==> src/rtl/prog_loader.sv <==
`default_nettype none
// ============================================================================
// Module      : prog_loader
// Description : Serial program loader. It presents a latched mode value to the
//               processor and shifts 1..16 bytes out MSB first on mosi, holding
//               each bit for CLKS_PER_BIT cycles. It then waits for the
//               processor's done_in, giving up after TIMEOUT cycles.
// Revision    : 1.0 - initial release
// ============================================================================
module prog_loader #(
    parameter int CLKS_PER_BIT = 1,
    parameter int TIMEOUT      = 255
) (
    input  logic       clk,
    input  logic       rst_n,
    input  logic       start,
    input  logic [1:0] mode_sel,
    input  logic [3:0] nbytes,
    input  logic [7:0] wr_data,
    input  logic       wr_valid,
    output logic       wr_ready,
    input  logic       done_in,
    output logic [1:0] mode,
    output logic       mosi,
    output logic       busy,
    output logic       finished,
    output logic       err
);

    // State encoding
    localparam logic [2:0] c_st_idle = 3'd0;
    localparam logic [2:0] c_st_load = 3'd1;
    localparam logic [2:0] c_st_shift = 3'd2;
    localparam logic [2:0] c_st_wait_done = 3'd3;
    localparam logic [2:0] c_st_fin = 3'd4;

    // Terminal counts for the bit-hold and done-wait counters
    localparam logic [3:0]  c_cpb_last = 4'(CLKS_PER_BIT - 1);
    localparam logic [15:0] c_to_last  = 16'(TIMEOUT - 1);

    logic [2:0]  r_state;
    logic [1:0]  r_mode;
    logic [3:0]  r_nbytes;
    logic [7:0]  r_shift;
    logic [3:0]  r_clk_cnt;
    logic [2:0]  r_bit_cnt;
    logic [3:0]  r_byte_cnt;
    logic [15:0] r_to_cnt;
    logic        r_mosi;
    logic        r_busy;
    logic        r_finished;
    logic        r_err;

    logic        w_bit_end;
    logic        w_byte_end;
    logic        w_last_byte;

    // A bit period ends on the last hold cycle; a byte ends with bit 7
    assign w_bit_end   = (r_clk_cnt == c_cpb_last);
    assign w_byte_end  = w_bit_end && (r_bit_cnt == 3'd7);
    // The byte counter indexes the byte in flight, so it never passes nbytes
    assign w_last_byte = (r_byte_cnt == r_nbytes);

    // The loader only accepts data while it is waiting for the next byte
    assign wr_ready = (r_state == c_st_load);

    assign mode     = r_mode;
    assign mosi     = r_mosi;
    assign busy     = r_busy;
    assign finished = r_finished;
    assign err      = r_err;

    // Transfer sequencer: mode latch, byte/bit shifting, done wait, end pulse
    always_ff @(posedge clk or negedge rst_n) begin
        if (!rst_n) begin
            r_state    <= c_st_idle;
            r_mode     <= 2'b00;
            r_nbytes   <= 4'd0;
            r_shift    <= 8'd0;
            r_clk_cnt  <= 4'd0;
            r_bit_cnt  <= 3'd0;
            r_byte_cnt <= 4'd0;
            r_to_cnt   <= 16'd0;
            r_mosi     <= 1'b0;
            r_busy     <= 1'b0;
            r_finished <= 1'b0;
            r_err      <= 1'b0;
        end else begin
            case (r_state)
                c_st_idle: begin
                    if (start) begin
                        r_mode     <= mode_sel;
                        r_nbytes   <= nbytes;
                        r_err      <= 1'b0;
                        r_busy     <= 1'b1;
                        r_byte_cnt <= 4'd0;
                        r_state    <= c_st_load;
                    end
                end

                c_st_load: begin
                    // Stall here for as long as the source has nothing to give
                    if (wr_valid) begin
                        r_shift   <= wr_data;
                        r_mosi    <= wr_data[7];
                        r_clk_cnt <= 4'd0;
                        r_bit_cnt <= 3'd0;
                        r_state   <= c_st_shift;
                    end
                end

                c_st_shift: begin
                    if (!w_bit_end) begin
                        r_clk_cnt <= r_clk_cnt + 4'd1;
                    end else if (!w_byte_end) begin
                        r_clk_cnt <= 4'd0;
                        r_bit_cnt <= r_bit_cnt + 3'd1;
                        r_shift   <= {r_shift[6:0], 1'b0};
                        r_mosi    <= r_shift[6];
                    end else begin
                        // Line returns low between bytes and after the last one
                        r_clk_cnt <= 4'd0;
                        r_shift   <= 8'd0;
                        r_mosi    <= 1'b0;
                        if (w_last_byte) begin
                            r_to_cnt <= 16'd0;
                            r_state  <= c_st_wait_done;
                        end else begin
                            r_byte_cnt <= r_byte_cnt + 4'd1;
                            r_state    <= c_st_load;
                        end
                    end
                end

                c_st_wait_done: begin
                    if (done_in) begin
                        r_err      <= 1'b0;
                        r_finished <= 1'b1;
                        r_state    <= c_st_fin;
                    end else if (r_to_cnt == c_to_last) begin
                        r_err      <= 1'b1;
                        r_finished <= 1'b1;
                        r_state    <= c_st_fin;
                    end else begin
                        r_to_cnt <= r_to_cnt + 16'd1;
                    end
                end

                c_st_fin: begin
                    // err is left alone so the outcome stays visible in IDLE
                    r_finished <= 1'b0;
                    r_busy     <= 1'b0;
                    r_mode     <= 2'b00;
                    r_state    <= c_st_idle;
                end

                default: begin
                    r_state    <= c_st_idle;
                    r_mode     <= 2'b00;
                    r_mosi     <= 1'b0;
                    r_busy     <= 1'b0;
                    r_finished <= 1'b0;
                end
            endcase
        end
    end

endmodule
`default_nettype wire

==> config.mk <==
export PLATFORM = sky130hd
export DESIGN_NAME = prog_loader
export DESIGN_NICKNAME = d
export VERILOG_FILES = /design/src/rtl/prog_loader.sv
export SDC_FILE = /design/constraint.sdc
export NUM_CORES = 1
export LEC_CHECK = 0
export ABC_AREA = 1
export CAP_MARGIN = 20
export CORE_MARGIN = 4
export CORE_UTILIZATION = 40
export CTS_CLUSTER_DIAMETER = 40
export DETAILED_ROUTE_END_ITERATION = 8
export PLACE_DENSITY = 0.69
export SLEW_MARGIN = 20
export SYNTH_ARGS = -nofsm -noshare
export SYNTH_HDL_FRONTEND = slang
export SYNTH_SLANG_ARGS = --single-unit
==> constraint.sdc <==
create_clock -name clk -period 5.03 [get_ports clk]
set_clock_uncertainty 0.1 [all_clocks]
set_input_delay 0.7545 -clock clk [delete_from_list [all_inputs] [get_ports clk]]
set_output_delay 0.7545 -clock clk [all_outputs]
set_load 0.02 [all_outputs]
# == Word-level counts from Yosys, hierarchy flattened ==
# Cells that the tools add are included.
# word_totals
in_bits,19
regBits,47
# classes
addsub,4
bitwise,3
n_reduce_logical,21
eq_ne,17
n_mux,44
# op_table
operator,n
16-bit 2-to-1 mux,5
16-bit one-hot mux with 2 select lines,1
3-bit 2-to-1 mux,9
4-bit 2-to-1 mux,6
7-bit 2-to-1 mux,3
2-bit != test (second input constant),9
16-bit by 1-bit adder with 16-bit output (second input constant),1
16-bit by 8-bit == test with 1-bit output (second input constant),1
4-bit one-hot mux with 2 select lines,2
7-bit one-hot mux with 2 select lines,1
3-bit one-hot mux with 4 select lines,1
5-bit AND reduction,2
3-bit AND reduction,3
3-bit OR reduction,3
4-bit by 1-bit adder with 4-bit output (second input constant),2
1-bit 2-to-1 mux,8
2-bit AND reduction,4
2-bit nonzero test,4
3-bit by 2-bit == test with 1-bit output (second input constant),2
3-bit == test (second input constant),2
1-bit one-hot mux with 2 select lines,3
3-bit one-hot mux with 2 select lines,1
6-bit AND reduction,1
4-bit == test,1
other kinds (11),14

# == Longest topological paths before layout ==
# depth
word_depth,5
depth_mapped,11

# == Worst setup path after synthesis ==
# Ideal clock, no wire load.
# synth_timing
kind,flip-flop to output port
from,register r_state[2]
to,output port wr_ready
arrival_time_ps,844
path_slack_ps,3331
required_time_ps,4175
stages_incl_launch_ff,4
path_buffers,0
cell_sequence,dfrtp_1 > nor2_1 > inv_1 > nor2_2
# synth_via
elab_chain_len,1
# synth_rtl
element,line_no,source
from (decl),41,logic [2:0] r_state;
from (signal assigned),76,r_state <= c_st_idle;
from (signal assigned),97,r_state <= c_st_load;
from (signal assigned),108,r_state <= c_st_shift;
3-bit by 1-bit == test with 1-bit output,65,assign wr_ready = (r_state == c_st_load);
to (decl),21,"output logic wr_ready,"
# Every way passes these cells.

# == Final worst setup path ==
# Same ends and word-level chain as after synthesis.

==> results.cfg <==
[layout]
diodes = 0
fillers = 699
nets = 434
register_area_um2 = 1180
design_area_um2 = 3170
layout-drive-gt1-share_pct = 6.85
area_delta_synth_final_pct = 14.7
multi_input_area_um2 = 1380

[routing]
vias = 2430
drc = 0
drt_iter0_drc = 89
routed_wl_um = 5860
viasPerCell = 4.97
drt.antenna.violating_nets = 0
first_pass_iters = 4
drt-wirelength-per-cell_um = 12.0

[floorplan]
rows = 30
die-area_um2 = 8300
die_x_um = 91.1
ioPinCount = 26
core-area_um2 = 6760
die_h_um = 91.1
start_util_pct = 40.9

[grt]
grt_use_total_pct = 15.1
grt-ovfl-total = 0
grt_pass1_vias = 2355
grt_pass1_wl_um = 10500
grt_max_degree = 48
antenna_found_initial = 0

[sta]
timing.final.crit_share_pct = 53.1
period_needed_ns = 2.67
setup_viol = 0
relSlewSlack_pct = 59.1
fin_tns_setup_ns = 0
slew_violations = 0
max_freq_mhz = 374
tightest_slew_ns = 0.613
setup_slack_ns = 2.36
rsz0062_at_grt = false
hold_viol = 0

[logic_synthesis]
synth_area_leaders = dfrtp_1 (43%), nand2_1 (18%), nand3_1 (7.2%)
ys_ff_latch = 47
avgSynthCellArea_um2 = 7.23
syn_inst = 382
ys_async_sr_fraction_pct = 100
synth_area_leader_cell = dfrtp_1
ys_warn_count = 0
synth_seq_area_share_pct = 42.6
ys_types = 27
synth_common_cells = nand2_1 (133), dfrtp_1 (47), inv_1 (41), nand3_1 (40), nor2_1 (38)
yosysTopAreaCellShare_pct = 42.6
synth_edf_count = 0
yosysMostFrequentCell = nand2_1
synth_ff_type = dfrtp_1
syn_nets = 408
syn-cell-area_um2 = 2760

[placed_design]
io_buffers = 25
dp_hpwl_um = 4360
dpl_worst_slack_ns = 2.70
dpl-instance-area_um2 = 3070
gp_congestion = 0.828

[worst_setup_path]
crit_arrival_ns = 1.82
worst_setup_path_end_kind = output pin
cp_data_required_time_ns = 4.18
crit_fanout = 5
crit_path_start = r_state[2]$_DFFE_PN0P_
critPathLaunchType = flip-flop
worstSetupPathType = reg2out
r2r-start = r_state[2]$_DFFE_PN0P_

[clocking]
root_buffer = clkbuf_8
holdBufCountCts = 0
cts_buffer_depth = 2
clock_latency_ns = 0.31
h-tree-depth = 2
cts_resized = 0
cts_tree = yes
clk_pin_slew_ns = 0.09
cts.sinks = 47
post_cts_buffers = 0
numCtsBuffers = 5

[power]
power_density_nw_per_um2 = 456
cellLeakagePower_nw = 1.59
irDropWorstVdd_uv = 295

[hold_path]
hp-class = in2async

[run_status]
outcome = completed

[flow_run]
drv_cap = 0
-- power by group --
| group | internal [mW] | switching [mW] |
|---|---|---|
| Combinational | 0.216 | 0.419 |
| Sequential | 0.487 | 0.0732 |
| Clock | 0.112 | 0.138 |
-- flip-flops by register name, indices dropped and copies added, names as in the netlist --
| register | cells |
|---|---|
| busy | 1 |
| err | 1 |
| finished | 1 |
| mode | 2 |
| mosi | 1 |
| r_bit_cnt | 3 |
| r_byte_cnt | 4 |
| r_clk_cnt | 4 |
| r_nbytes | 4 |
| r_shift | 7 |
| r_state | 3 |
| r_to_cnt | 16 |
-- layer usage --
metal / routed length (µm) / track usage, %
met5: 0 / 0
met4: 63 / 4.15
met3: 190 / 2.82
met2: 2880 / 26.3
met1: 2720 / 19.2
-- final cells by class --
cell class / instances / area share [%]
Tap cell: 80 / 3.16
Timing Repair Buffer: 25 / 7.82
Multi-Input combinational cell: 285 / 43.6
Clock inverter: 2 / 0.513
Inverter: 44 / 5.21
Clock buffer: 6 / 2.61
Sequential cell: 47 / 37.1
-- cells in the final DEF (no fill, tap or decap) --
cell,instances
a21oi_1,4
a21oi_4,1
and2_1,1
buf_4,1
clkbuf_8,6
clkdlybuf4s50_1,24
clkinv_4,1
clkinvlp_4,1
dfrtp_1,47
ha_1,7
inv_1,41
inv_2,3
nand2_1,133
nand2_2,3
nand2_4,3
nand3_1,40
nand3_2,1
nand4_1,10
nor2_1,38
nor2_2,4
nor2_4,2
nor3_1,2
o21ai_0,23
o21ai_1,2
o21ai_4,1
o21bai_1,1
or2_2,1
xnor2_1,4
xor2_1,4
-- critical path, cell delays in order, from the launching register on --
cell and delay [ns]:
dfrtp_1 0.40, nor2_1 0.14, inv_1 0.10, nor2_2 0.22, clkdlybuf4s50_1 0.66
-- cells by family after synthesis --
family | share of synthesized area [%]
compound gates | 6.71
xor+xnor | 2.54
fa+ha+maj | 3.17
buf+inv | 7.43
flops | 42.6
simple gates | 37.6
-- through the flow --
step	power, mW	std cells	util (%)	hold WS, ns
finish	1.45	489	46.9	0.353
global route	1.59	489	46.9	0.405
CTS	1.47	489	46.9	0.383
detailed placement	1.21	481	45.4	0.358
global placement	1.19	481	45.4	0.358
floorplan	1.04	382	-	0.346
-- worst paths after layout --
check                                                end  slack [ns]  cells past startpoint
worst max-delay path                            wr_ready        2.36                      4
worst min-delay path             r_to_cnt[0]$_DFFE_PN0P_        0.35                      1
worst min register to register      finished$_DFFE_PN0P_        0.38                      2
max in group asynchronous            mode[0]$_DFFE_PN0P_        4.07                      1
min in group clk                    finished$_DFFE_PN0P_        0.38                      2
worst max register to register  r_bit_cnt[0]$_DFFE_PN0P_        2.94                      8
Note: power is estimated with default switching activity, not from simulation.
